===== src/rtl/mem_bus_ctrl.sv =====
// mem_bus_ctrl: bridges a simple core request interface to a multiplexed
// address/data memory bus (ALE / nOE / nME / RnW / ENB, nWait stretch).
// A transfer walks IDLE -> ADDR -> STROBE (MIN_WAIT+1 cycles minimum,
// stretched by nWait) -> END. All outputs are registered.
// Optional feature: define BUS_TIMEOUT_EN to abort a STROBE phase that
// nWait holds for TIMEOUT cycles (Err pulses together with Ack).
module mem_bus_ctrl #(
  parameter int unsigned DATA_W   = 16,
  parameter int unsigned MIN_WAIT = 0,
  parameter int unsigned TIMEOUT  = 15
) (
  input  logic              Clock,
  input  logic              nReset,
  // core side
  input  logic              Req,
  input  logic              Write,
  input  logic [DATA_W-1:0] Addr,
  input  logic [DATA_W-1:0] WData,
  output logic              Ack,
  output logic [DATA_W-1:0] RData,
  output logic              Busy,
  output logic              Err,
  // bus side
  output logic [DATA_W-1:0] Data_out,
  input  logic [DATA_W-1:0] Data_in,
  output logic              ALE,
  output logic              nOE,
  output logic              nME,
  output logic              RnW,
  output logic              ENB,
  input  logic              nWait
);

  localparam int unsigned WCNT_W = $clog2(MIN_WAIT + 2);

  typedef enum logic [1:0] {
    IDLE   = 2'd0,
    ADDR   = 2'd1,
    STROBE = 2'd2,
    END    = 2'd3
  } state_e;

  state_e              state_q, state_d;
  logic [DATA_W-1:0]   addr_q, addr_d;
  logic [DATA_W-1:0]   wdata_q, wdata_d;
  logic                write_q, write_d;
  logic [WCNT_W-1:0]   wcnt_q, wcnt_d;
  logic [DATA_W-1:0]   rdata_q, rdata_d;
  logic [DATA_W-1:0]   dout_q, dout_d;
  logic                ale_q, ale_d;
  logic                noe_q, noe_d;
  logic                nme_q, nme_d;
  logic                rnw_q, rnw_d;
  logic                enb_q, enb_d;
  logic                ack_q, ack_d;
  logic                busy_q, busy_d;
  logic                wait_done_s;

`ifdef BUS_TIMEOUT_EN
  localparam int unsigned TCNT_W = $clog2(TIMEOUT + 1);
  logic [TCNT_W-1:0]   tcnt_q, tcnt_d;
  logic                err_q, err_d;
`endif

  // The fixed wait phase is over once the saturating counter reaches MIN_WAIT.
  assign wait_done_s = (wcnt_q >= WCNT_W'(MIN_WAIT));

  // Next-state, latch and registered-output decode.
  always_comb begin
    state_d = state_q;
    addr_d  = addr_q;
    wdata_d = wdata_q;
    write_d = write_q;
    wcnt_d  = wcnt_q;
    rdata_d = rdata_q;
    dout_d  = dout_q;
    ale_d   = 1'b0;
    noe_d   = 1'b1;
    nme_d   = 1'b1;
    rnw_d   = 1'b1;
    enb_d   = 1'b0;
    ack_d   = 1'b0;
    busy_d  = 1'b0;
`ifdef BUS_TIMEOUT_EN
    tcnt_d  = tcnt_q;
    err_d   = 1'b0;
`endif

    // state transitions
    case (state_q)
      IDLE, END: begin
        if (Req) begin
          addr_d  = Addr;
          wdata_d = WData;
          write_d = Write;
          state_d = ADDR;
        end else begin
          state_d = IDLE;
        end
      end
      ADDR: begin
        // counters clear so STROBE always starts from zero
        wcnt_d  = '0;
`ifdef BUS_TIMEOUT_EN
        tcnt_d  = '0;
`endif
        state_d = STROBE;
      end
      STROBE: begin
        if (wait_done_s) begin
          if (nWait) begin
            state_d = END;
            if (!write_q) begin
              rdata_d = Data_in;
            end else begin
              rdata_d = rdata_q;
            end
          end else begin
`ifdef BUS_TIMEOUT_EN
            tcnt_d = tcnt_q + TCNT_W'(1);
            if (tcnt_q == TCNT_W'(TIMEOUT - 1)) begin
              state_d = END;
              err_d   = 1'b1;
            end else begin
              state_d = STROBE;
            end
`else
            state_d = STROBE;
`endif
          end
        end else begin
          wcnt_d = wcnt_q + WCNT_W'(1);
        end
      end
      default: begin
        state_d = IDLE;
      end
    endcase

    // outputs follow the state being entered, so they register with it
    case (state_d)
      IDLE: begin
        busy_d = 1'b0;
      end
      ADDR: begin
        busy_d = 1'b1;
        ale_d  = 1'b1;
        nme_d  = 1'b0;
        enb_d  = 1'b1;
        rnw_d  = ~write_d;
        dout_d = addr_d;
      end
      STROBE: begin
        busy_d = 1'b1;
        nme_d  = 1'b0;
        rnw_d  = ~write_d;
        if (write_d) begin
          noe_d  = 1'b1;
          enb_d  = 1'b1;
          dout_d = wdata_d;
        end else begin
          noe_d  = 1'b0;
          enb_d  = 1'b0;
        end
      end
      END: begin
        // turnaround cycle: drivers off, Data_out keeps its last value
        busy_d = 1'b1;
        ack_d  = 1'b1;
      end
      default: begin
        busy_d = 1'b0;
      end
    endcase
  end

  // State, latched request and output registers.
  always_ff @(posedge Clock or negedge nReset) begin
    if (!nReset) begin
      state_q <= IDLE;
      addr_q  <= '0;
      wdata_q <= '0;
      write_q <= 1'b0;
      wcnt_q  <= '0;
      rdata_q <= '0;
      dout_q  <= '0;
      ale_q   <= 1'b0;
      noe_q   <= 1'b1;
      nme_q   <= 1'b1;
      rnw_q   <= 1'b1;
      enb_q   <= 1'b0;
      ack_q   <= 1'b0;
      busy_q  <= 1'b0;
    end else begin
      state_q <= state_d;
      addr_q  <= addr_d;
      wdata_q <= wdata_d;
      write_q <= write_d;
      wcnt_q  <= wcnt_d;
      rdata_q <= rdata_d;
      dout_q  <= dout_d;
      ale_q   <= ale_d;
      noe_q   <= noe_d;
      nme_q   <= nme_d;
      rnw_q   <= rnw_d;
      enb_q   <= enb_d;
      ack_q   <= ack_d;
      busy_q  <= busy_d;
    end
  end

`ifdef BUS_TIMEOUT_EN
  // Timeout counter and abort flag.
  always_ff @(posedge Clock or negedge nReset) begin
    if (!nReset) begin
      tcnt_q <= '0;
      err_q  <= 1'b0;
    end else begin
      tcnt_q <= tcnt_d;
      err_q  <= err_d;
    end
  end

  assign Err = err_q;
`else
  assign Err = 1'b0;
`endif

  assign Ack      = ack_q;
  assign RData    = rdata_q;
  assign Busy     = busy_q;
  assign Data_out = dout_q;
  assign ALE      = ale_q;
  assign nOE      = noe_q;
  assign nME      = nme_q;
  assign RnW      = rnw_q;
  assign ENB      = enb_q;

endmodule


===== config.mk =====
export PLATFORM = sky130hd
export DESIGN_NAME = mem_bus_ctrl
export DESIGN_NICKNAME = d
export VERILOG_FILES = /design/src/rtl/mem_bus_ctrl.sv
export SDC_FILE = /design/constraint.sdc
export NUM_CORES = 1
export LEC_CHECK = 0
export CAP_MARGIN = 20
export CORE_UTILIZATION = 50
export CTS_CLUSTER_DIAMETER = 60
export CTS_CLUSTER_SIZE = 20
export DETAILED_ROUTE_END_ITERATION = 7
export DONT_BUFFER_PORTS = 1
export PLACE_DENSITY_LB_ADDON = 0.05
export SLEW_MARGIN = 20
export SYNTH_ARGS = -nofsm -noshare
export SYNTH_HDL_FRONTEND = slang
export SYNTH_SLANG_ARGS = --single-unit

===== constraint.sdc =====
create_clock -name Clock -period 2.35 [get_ports Clock]
set_clock_uncertainty 0.15 [all_clocks]
set_input_delay 0.705 -clock Clock [delete_from_list [all_inputs] [get_ports Clock]]
set_output_delay 0.705 -clock Clock [all_outputs]
set_load 0.05 [all_outputs]

; Yosys cells after proc, flatten, opt, wreduce, memory -nomap -nowiden
; Index checks and enable logic that the tools add are counted.
[op_classes]
magnitude_cmp = 1
reduce_logical = 10
n_mux = 22
add_sub_neg = 1
bitwise_logic = 2
n_eq_ne = 8
[op_table]
columns = op, n
row1 = 16-bit 2-to-1 mux, 5
row2 = 16-bit one-hot mux with 2 select lines, 1
row3 = 1-bit 2-to-1 mux, 11
row4 = "2-bit == test, second input constant", 4
row5 = 1-bit one-hot mux with 2 select lines, 3
row6 = 2-bit one-hot mux with 3 select lines, 1
row7 = "2-bit by 1-bit == test with 1-bit output, second input constant", 2
row8 = 2-bit zero test, 2
row9 = "2-bit != test, second input constant", 2
row10 = 2-bit AND reduction, 2
row11 = 4-bit AND reduction, 1
row12 = 2-bit nonzero test, 2
row13 = 2-bit OR reduction, 2
row14 = 3-bit OR reduction, 1
row15 = 2-bit 2-to-1 mux, 1
row16 = 1-bit NOT, 2
row17 = "1-bit adder, second input constant", 1
row18 = "1-bit greater-or-equal comparator, second input constant", 1
[word_totals]
input_bits = 53
register_bits = 75
word_cells = 58

; Logic depth before layout (Yosys ltp)
; Gate-level depths: netlist (run 1).
[depth]
ltp_word = 6
depth_mapped = 7
ltp_nobuf = 6

; Least setup slack after synthesis (run 1)
; OpenSTA, ideal clock, no wires.
[synth_path]
path_kind = input port to flip-flop
startpoint = in nWait
endpoint = reg rdata_q[10], in the netlist RData[10]
t_arrival_ns = 1.545
n_path_buf = 2
stages = 5
required_ns = 2.075
path_slack_ns = 0.530
path_cell_list = nand2_1 > or2_1 > buf_6 > buf_6 > mux2_4
[synth_between]
elab_chain_len = 1
[synth_rtl]
columns = element, line
row1 = start: declaration, 31  ; input logic nWait
row2 = 4-bit AND reduction (no source line), --
row3 = end signal: assignment, 200  ; rdata_q <= rdata_d;
row4 = end: declaration, 48  ; logic [DATA_W-1:0] rdata_q, rdata_d;
; Every way passes these cells.
; A chain may end at the register's enable or synchronous reset.

; Worst setup path after layout (run 1)
[layout_path]
startpoint = reg state_q[1]
endpoint = reg dout_q[14], in the netlist Data_out[14]
[layout_between]
elab_chain_len = 6
word_cells_on_any_way = 17
classes_between = eq/ne (6) / mux (7) / reduce/logical (4)
[layout_rtl]
columns = element, line
row1 = start: declaration, 43  ; state_e state_q, state_d;
row2 = start signal: assignment, 195  ; state_q <= state_d;
row3 = 2-bit == test or 2-bit zero test (tied branches), 90  ; case (state_q)
row4 = 2-bit OR reduction, 90
row5 = 2-bit one-hot mux with 3 select lines, 90
row6 = 2-bit == test or 2-bit by 1-bit == test with 1-bit output (tied branches), 141  ; case (state_d)
row7 = 2-bit != test (no source line) or 2-bit nonzero test (tied branches), --
row8 = 2-bit AND reduction (no source line), --
row9 = end signal: assignment, 201  ; dout_q <= dout_d;
row10 = end: declaration, 49  ; logic [DATA_W-1:0] dout_q, dout_d;
; Several ways; a longest one is shown, not always the timed one. The select of a mux whose other input is x is not followed.

==> flow_summary.toml, run 1 <==
[logic_synthesis]
synth.distinct_cells = 23
syn_area_per_cell_um2 = 12.6
synth_seq_area_share_pct = 62.7
ys_warn_count = 0
syn_nets = 239
syn-cell-area_um2 = 2320
syn_inst = 185
synth-seq-cells = 58

[cts]
cts_setup_buffers = 0
cts_hold_buf = 1
post_cts_resize_count = 0
cts_buffer_depth = 2
cts_root_buffer = "clkbuf_8"
cts_num_sinks = 58
cts_buffers = 9
cts_max_level = 3
tritoncts = "yes"
cts.reportedPaths.clkPinSlew_ps = 60
clkLatencyLatePin_ps = 330

[placement]
pre_cts_ws_ps = 470
io_buffers = 0
dpl-instance-area_um2 = 2340
hpwl_um = 3150
gp_congestion = 0.810

[grt]
busiest_layer = "met2"
use_met1_pct = 27.5
first_global_vias = 1490
grt_max_degree = 56
grt-ovfl-total = 0
antenna_found_initial = 0
grt_pass1_wl_um = 7730
use_met3_pct = 8.80
grtUsageMet2_pct = 32.2
grt_usage_pct = 21.4

[routing]
drt_iter0_markers = 57
post_drt_wl_per_cell_um = 19.2
post-route-drc-count = 0
via_per_inst = 5.72
drt_pass1_iterations = 4
wl_um = 4750
num_vias = 1414
drtAntennaViolNets = 0

[layout]
area_delta_synth_final_pct = 9.48
final_area_um2 = 2540
final_cell_mix = "dfrtp_1, nand2_1, and3_1, a221o_1, clkbuf_8"
drive_gt1_share_pct = 23.6
final_nets = 245
n_antenna_cell = 0
layout_commonest_cell = "dfrtp_1"

[sta]
final_hold_viol_count = 0
slew_headroom_pct = 64.7
whs_ps = 73.3
slew_viol_final = 0
setup_tns_ps = 0
fin_crit_ps = 1880
layout_setup_ws_ps = 467
max_freq_mhz = 531
worst_slew_pin_slew_ps = 530
setup_viol = 0
rsz0062_at_grt = "no"
period_share_pct = 80.1

[die]
die_h_um = 70.2
core_um2 = 4410
row_count = 24
die_w_um = 70.2
initial_core_util_pct = 52.6
die-area_um2 = 4920
ios = 93

[run_status]
status = "complete, no violations"

[critical_path]
slowest_delay_ps = 380
cp_slowest_cell = "dfrtp_1"
cp_cell_sequence = "ha_1 > buf_4 > a21oi_2 > a21oi_2 > buf_4 > a221o_1"
crit_path_end_kind = "register"
required_ps = 2410
crit_arrival_ps = 1940
rr_worst_depth = 6
path_max_fanout = 12
path_class = "register to register"
start_kind = "register"

[job]
max_cap_viol_count = 0

[worst_hold_path]
hold_path_class = "input pin to asynchronous set/reset pin"
-- synth_stat cells --
library cell / count / area (um2)
inv_1: 3 / 11.3
conb_1: 1 / 3.75
clkbuf_1: 5 / 18.8
nand2_2: 1 / 6.26
and2_4: 1 / 8.76
or2_1: 1 / 6.26
nand2_1: 49 / 184
a21oi_2: 2 / 17.5
ha_1: 1 / 12.5
nor2_1: 1 / 3.75
inv_4: 1 / 6.26
a221o_1: 16 / 160
nand2b_1: 2 / 12.5
mux2_2: 7 / 78.8
buf_2: 1 / 5.00
buf_4: 1 / 7.51
buf_6: 5 / 56.3
mux2_4: 10 / 150
and3_1: 16 / 100
dfstp_2: 3 / 78.8
o21ai_0: 2 / 10.0
or2b_1: 1 / 7.51
dfrtp_1: 55 / 1380
-- cells by family after synthesis --
group	count (synthesis)	synth area share, %
and+or+nand+nor	72	14.2
DFF	58	62.7
AOI/OAI and AO/OA	20	8.08
muxes	17	9.86
buffers and inverters	16	4.53
adders and majority gates	1	0.539
other	1	0.161
-- layer usage --
layer / wire length [um] / part of all wire [%] / vias to the layer above
met3: 334 / 7.0 / 12
met1: 2080 / 44 / 689
met5: 0 / 0 / -
met4: 120 / 2.5 / 0
li1: - / - / 642
met2: 2220 / 47 / 71
-- layout make-up --
type	instances	area [um2]
Tap cell	52	65.1
Timing Repair Buffer	7	72.6
Clock inverter	3	15.0
Fill cell	363	1870
Inverter	4	17.5
Multi-Input combinational cell	111	762
Sequential cell	58	1460
Clock buffer	12	155
-- flip-flops by register name, indices dropped and copies added, names as in the netlist, 2 cells and up --
| register | cells |
|---|---|
| wdata_q | 16 |
| Data_out | 16 |
| state_q | 2 |
| RData | 16 |
-- worst paths after layout --
path                                       start                        to  slack [ps]
max in group asynchronous                 nReset      state_q[0]$_DFF_PN0_        1730
min reg2reg                wdata_q[12]$_DFF_PN0_     wdata_q[12]$_DFF_PN0_         330
max                         state_q[1]$_DFF_PN0_  Data_out[14]$_DFFE_PN0P_         470
max reg2reg                 state_q[1]$_DFF_PN0_  Data_out[14]$_DFFE_PN0P_         470
min                                       nReset             RnW$_DFF_PN1_          70
min in group Clock         wdata_q[12]$_DFF_PN0_     wdata_q[12]$_DFF_PN0_         330
-- critical path, delay by kind of cell, from the launching register on --
kind,cells,cell delay [ps]
buffers and inverters,2,370
DFF,1,380
AOI/OAI and AO/OA,3,550
adders and majority gates,1,320
-- per-stage QoR --
step / util [%] / cells
CTS: 57.6 / 247
floorplan: - / 185
detailed placement: 53.1 / 231
global route: 57.6 / 247
global placement: 53.1 / 231
finish: 57.6 / 247
Power of run 1 is not shown: default switching activity piles up to over one toggle a cycle in this logic, so the estimate is an artifact.
==> inputs of run 2 (changes only) <==
==> constraint.sdc (replaced) <==
create_clock -name Clock -period 1.85 [get_ports Clock]
set_clock_uncertainty 0.15 [all_clocks]
set_input_delay 0.555 -clock Clock [delete_from_list [all_inputs] [get_ports Clock]]
set_output_delay 0.555 -clock Clock [all_outputs]
set_load 0.05 [all_outputs]
==> run 2 against run 1 <==
  * The flow now finishes with violations (hold timing)
  * Fmax is 8.0% higher
  * Critical path depth is 1 lower
  * Critical endpoint is now RData[2]$_DFFE_PN0P_
  * First-iteration DRC count is 67% higher
  * Design area is 1.3% lower
  * Global-route usage is 0.81 points lower
  * Non-clock buffer count is 1 lower
  * Final cell count is 0.40% lower
  * Register-to-register slack worse by 360 ps
  * Sequential cell count stayed put
  * Highest routed layer unchanged
  * Via count is 0.35% lower
  * Die area stayed put
==> flow_summary.toml, run 2 (synthesis gave the netlist of run 1 again) <==
[grt]
grtUsageMet2_pct = 33.1
first_global_vias = 1521
use_met1_pct = 25.8
antenna_found_initial = 0
busiest_layer = "met2"
grt_max_degree = 59
grt-ovfl-total = 0
grt_usage_pct = 20.6
grt_pass1_wl_um = 7530
use_met3_pct = 5.77

[sta]
max_freq_mhz = 574
setup_tns_ps = 0
worst_slew_pin_slew_ps = 516
final_hold_viol_count = 58
slew_headroom_pct = 65.6
setup_viol = 0
fin_crit_ps = 1740
whs_ps = -225
rsz0062_at_grt = "no"
slew_viol_final = 0
layout_setup_ws_ps = 107
period_share_pct = 94.2

[layout]
layout_commonest_cell = "dfrtp_1"
fill_cells = 382
final_cell_mix = "dfrtp_1, nand2_1, and3_1, a221o_1, mux2_4"
drive_gt1_share_pct = 22.7
n_antenna_cell = 0
area_delta_synth_final_pct = 8.03
final_nets = 244

[critical_path]
required_ps = 1900
cp_cell_sequence = "ha_1 > nand2_1 > or2_1 > buf_4 > mux2_2"
critical_path.top_delay_family = "flip-flops"
crit_arrival_ps = 1790
start_kind = "register"
worst-path-buf-inv = 1
crit_path_end_kind = "register"
path_max_fanout = 16
cp_slowest_cell = "dfrtp_1"
path_class = "register to register"
slowest_delay_ps = 370

[cts]
clkLatencyLatePin_ps = 320
tritoncts = "yes"
cts_setup_buffers = 0
cts_num_sinks = 58
post_cts_resize_count = 0
cts_max_level = 3
cts.reportedPaths.clkPinSlew_ps = 60
cts_buffer_depth = 2
cts_buffers = 9
cts_root_buffer = "clkbuf_8"

[worst_hold_path]
hold_path_class = "input pin to asynchronous set/reset pin"

[die]
row_count = 24
core_um2 = 4410
die_w_um = 70.2
die_h_um = 70.2
die-area_um2 = 4920
ios = 93
initial_core_util_pct = 52.6

[run_status]
failed_checks = "hold timing"
status = "complete, but fails checks"

[routing]
drt_pass1_iterations = 4
wl_um = 4710
via_per_inst = 5.73
post-route-drc-count = 0
drtAntennaViolNets = 0
post_drt_wl_per_cell_um = 19.1
num_vias = 1409
drt_iter0_markers = 95

[placement]
hpwl_um = 3120
pre_cts_ws_ps = 122
io_buffers = 0
gp_congestion = 0.768

[job]
max_cap_viol_count = 0
-- run 2: cell count changes in the layout (fill, tap and decap cells not counted), sizes merged --
cell and change:
buf -1, clkinv +1, clkbuf -1
-- run 2: cell type report --
cell class	instances	area [um2]	share of cell area [%]
clock inverters	4	20.0	0.798
repair buffers	6	57.6	2.29
flip-flops and latches	58	1460	58.0
inverters	4	17.5	0.698
clock buffers	11	131	5.24
multi-input cells	111	762	30.4
well taps	52	65.1	2.59
-- run 2: path summary, 6_finish.rpt --
check                                      start                       to  slack (ps)  cells after the start
max reg2reg                 state_q[1]$_DFF_PN0_     RData[2]$_DFFE_PN0P_         110                      5
min in group Clock                     WData[10]    wdata_q[10]$_DFF_PN0_         190                      2
min reg2reg                wdata_q[13]$_DFF_PN0_    wdata_q[13]$_DFF_PN0_         330                      2
min                                       nReset  Data_out[6]$_DFFE_PN0P_        -220                      0
max in group asynchronous                 nReset            nOE$_DFF_PN1_        1590                      0
max                         state_q[1]$_DFF_PN0_     RData[2]$_DFFE_PN0P_         110                      5
-- run 2: stage by stage --
step	instance area, um2	utilization (%)	cells	hold WS [ps]
detailed placement	2360	53.4	231	110
CTS	2510	56.8	246	-244
finish	2510	56.8	246	-225
global route	2510	56.8	246	-249
global placement	2360	53.4	231	111
floorplan	2320	-	185	109
-- run 2: layer usage --
layer,vias to the layer above,routed length (um),share of wire [%]
met5,-,0,0
met4,0,53,1.1
met3,6,343,7.3
met2,72,2320,49
met1,690,1990,42
li1,641,-,-
Power of run 2 is left out for the same reason.
==> inputs of run 3 (changes only) <==
--- a/config.mk
+++ b/config.mk
@@ -7,6 +7,7 @@
 export LEC_CHECK = 0
 export CAP_MARGIN = 20
 export CORE_UTILIZATION = 50
+export CTS_BUF_LIST = sky130_fd_sc_hd__clkbuf_16
 export CTS_CLUSTER_DIAMETER = 60
 export CTS_CLUSTER_SIZE = 20
 export DETAILED_ROUTE_END_ITERATION = 7
==> constraint.sdc (replaced) <==
create_clock -name Clock -period 2.11 [get_ports Clock]
set_clock_uncertainty 0.15 [all_clocks]
set_input_delay 0.633 -clock Clock [delete_from_list [all_inputs] [get_ports Clock]]
set_output_delay 0.633 -clock Clock [all_outputs]
set_load 0.05 [all_outputs]
==> run 3 against run 2 <==
  * The run now ends clean
  * Sequential share of layout area down 2.7 points
  * Worst setup slack improved by 170 ps
  * Routed wire length grew 0.19%
  * First-iteration DRC count down 26%
  * Worst hold slack improved by 240 ps
  * Critical path depth grew 1
  * Die area did not move
  * Core utilization increased by 2.7 points
  * Global-route usage hardly changed
==> flow_summary.toml, run 3 (synthesis gave the netlist of run 1 again) <==
[run_status]
status = "complete, no violations"

[layout]
final_cell_mix = "dfrtp_1, nand2_1, and3_1, a221o_1, mux2_4"
drive_gt1_share_pct = 21.0
fill_cells = 396
area_delta_synth_final_pct = 13.3
layout_commonest_cell = "dfrtp_1"
final_nets = 244
n_antenna_cell = 0

[sta]
period_share_pct = 86.9
fin_crit_ps = 1830
slew_headroom_pct = 65.4
max_freq_mhz = 545
slew_viol_final = 0
whs_ps = 19.5
worst_slew_pin_slew_ps = 520
setup_viol = 0
rsz0062_at_grt = "no"
setup_tns_ps = 0
final_hold_viol_count = 0

[cts]
tritoncts = "yes"
post_cts_resize_count = 0
cts_buffer_depth = 2
cts_buffers = 9
clkLatencyLatePin_ps = 310
cts_max_level = 3
cts_root_buffer = "clkbuf_16"
cts.reportedPaths.clkPinSlew_ps = 50
cts_num_sinks = 58
cts_setup_buffers = 0

[worst_hold_path]
hold_path_class = "input pin to asynchronous set/reset pin"

[critical_path]
path_max_fanout = 19
rrSetupSlack_ps = 280
crit_arrival_ps = 1870
start_kind = "register"
required_ps = 2150
rr_worst_depth = 6
path_class = "register to register"
reg2reg_to = "Data_out[5]$_DFFE_PN0P_"
crit_path_end_kind = "register"
timing.rr.start = "state_q[1]$_DFF_PN0_"

[routing]
drt_pass1_iterations = 4
drt_iter0_markers = 70
num_vias = 1421
post-route-drc-count = 0
via_per_inst = 5.75
post_drt_wl_per_cell_um = 19.1
wl_um = 4720
drtAntennaViolNets = 0

[grt]
grt_pass1_wl_um = 7560
grt_max_degree = 56
first_global_vias = 1477
grt_usage_pct = 20.6
grt-ovfl-total = 0
antenna_found_initial = 0

[die]
ios = 93
core_um2 = 4410
row_count = 24
initial_core_util_pct = 52.6
die_h_um = 70.2
die_w_um = 70.2
die-area_um2 = 4920

[placement]
io_buffers = 0
gp_congestion = 0.766
hpwl_um = 3080

[job]
max_cap_viol_count = 0
-- run 3: per-stage QoR --
step / cell area (um2) / setup slack [ps] / std cells / utilization, %
2_1_floorplan: 2320 / 362 / 185 / -
3_3_place_gp: 2350 / 333 / 230 / 53.2
3_5_place_dp: 2350 / 263 / 230 / 53.2
4_1_cts: 2630 / 258 / 247 / 59.6
5_1_grt: 2630 / 173 / 247 / 59.6
6_report: 2630 / 277 / 247 / 59.6
-- run 3: metal layers --
metal | GRT usage (%) | wire, um
met1 | 23.9 | 1960
met4 | 9.11 | 38
met5 | 0 | 0
met3 | 6.78 | 338
met2 | 34.6 | 2390
-- run 3: what timing repair did --
action | CTS | global route
setup endpoints to repair | 0 | 0
hold buffers | 1 | 0
hold endpoints to repair | 55 | 0
-- run 3: critical path, stage by stage (launching register included) --
cell and delay [ps]:
dfrtp_1 360, ha_1 360, nand2_2 100, inv_4 180, a21oi_2 40, buf_4 200, a221o_1 310
-- run 3: how the worst max path moves through the flow --
stage	startpoint	to	slack (ps)	cells after the start
after floorplan	nWait	RData[10]$_DFFE_PN0P_	360	5
after global placement	state_q[1]$_DFF_PN0_	Data_out[1]$_DFFE_PN0P_	330	6
after detailed placement	state_q[1]$_DFF_PN0_	Data_out[8]$_DFFE_PN0P_	260	6
after CTS	state_q[1]$_DFF_PN0_	Data_out[5]$_DFFE_PN0P_	260	6
after global routing	state_q[1]$_DFF_PN0_	Data_out[5]$_DFFE_PN0P_	170	6
final	state_q[1]$_DFF_PN0_	Data_out[5]$_DFFE_PN0P_	280	6
-- run 3: final cells by class --
class	instances	area, um2	area share (%)
clock buffer	9	225	8.56
clock inverter	7	27.5	1.05
inverter	4	17.5	0.666
multi-input combinational	111	762	29.0
sequential	58	1460	55.3
tap	52	65.1	2.47
timing repair buffer	6	77.6	2.95
Power of run 3 is left out for the same reason.
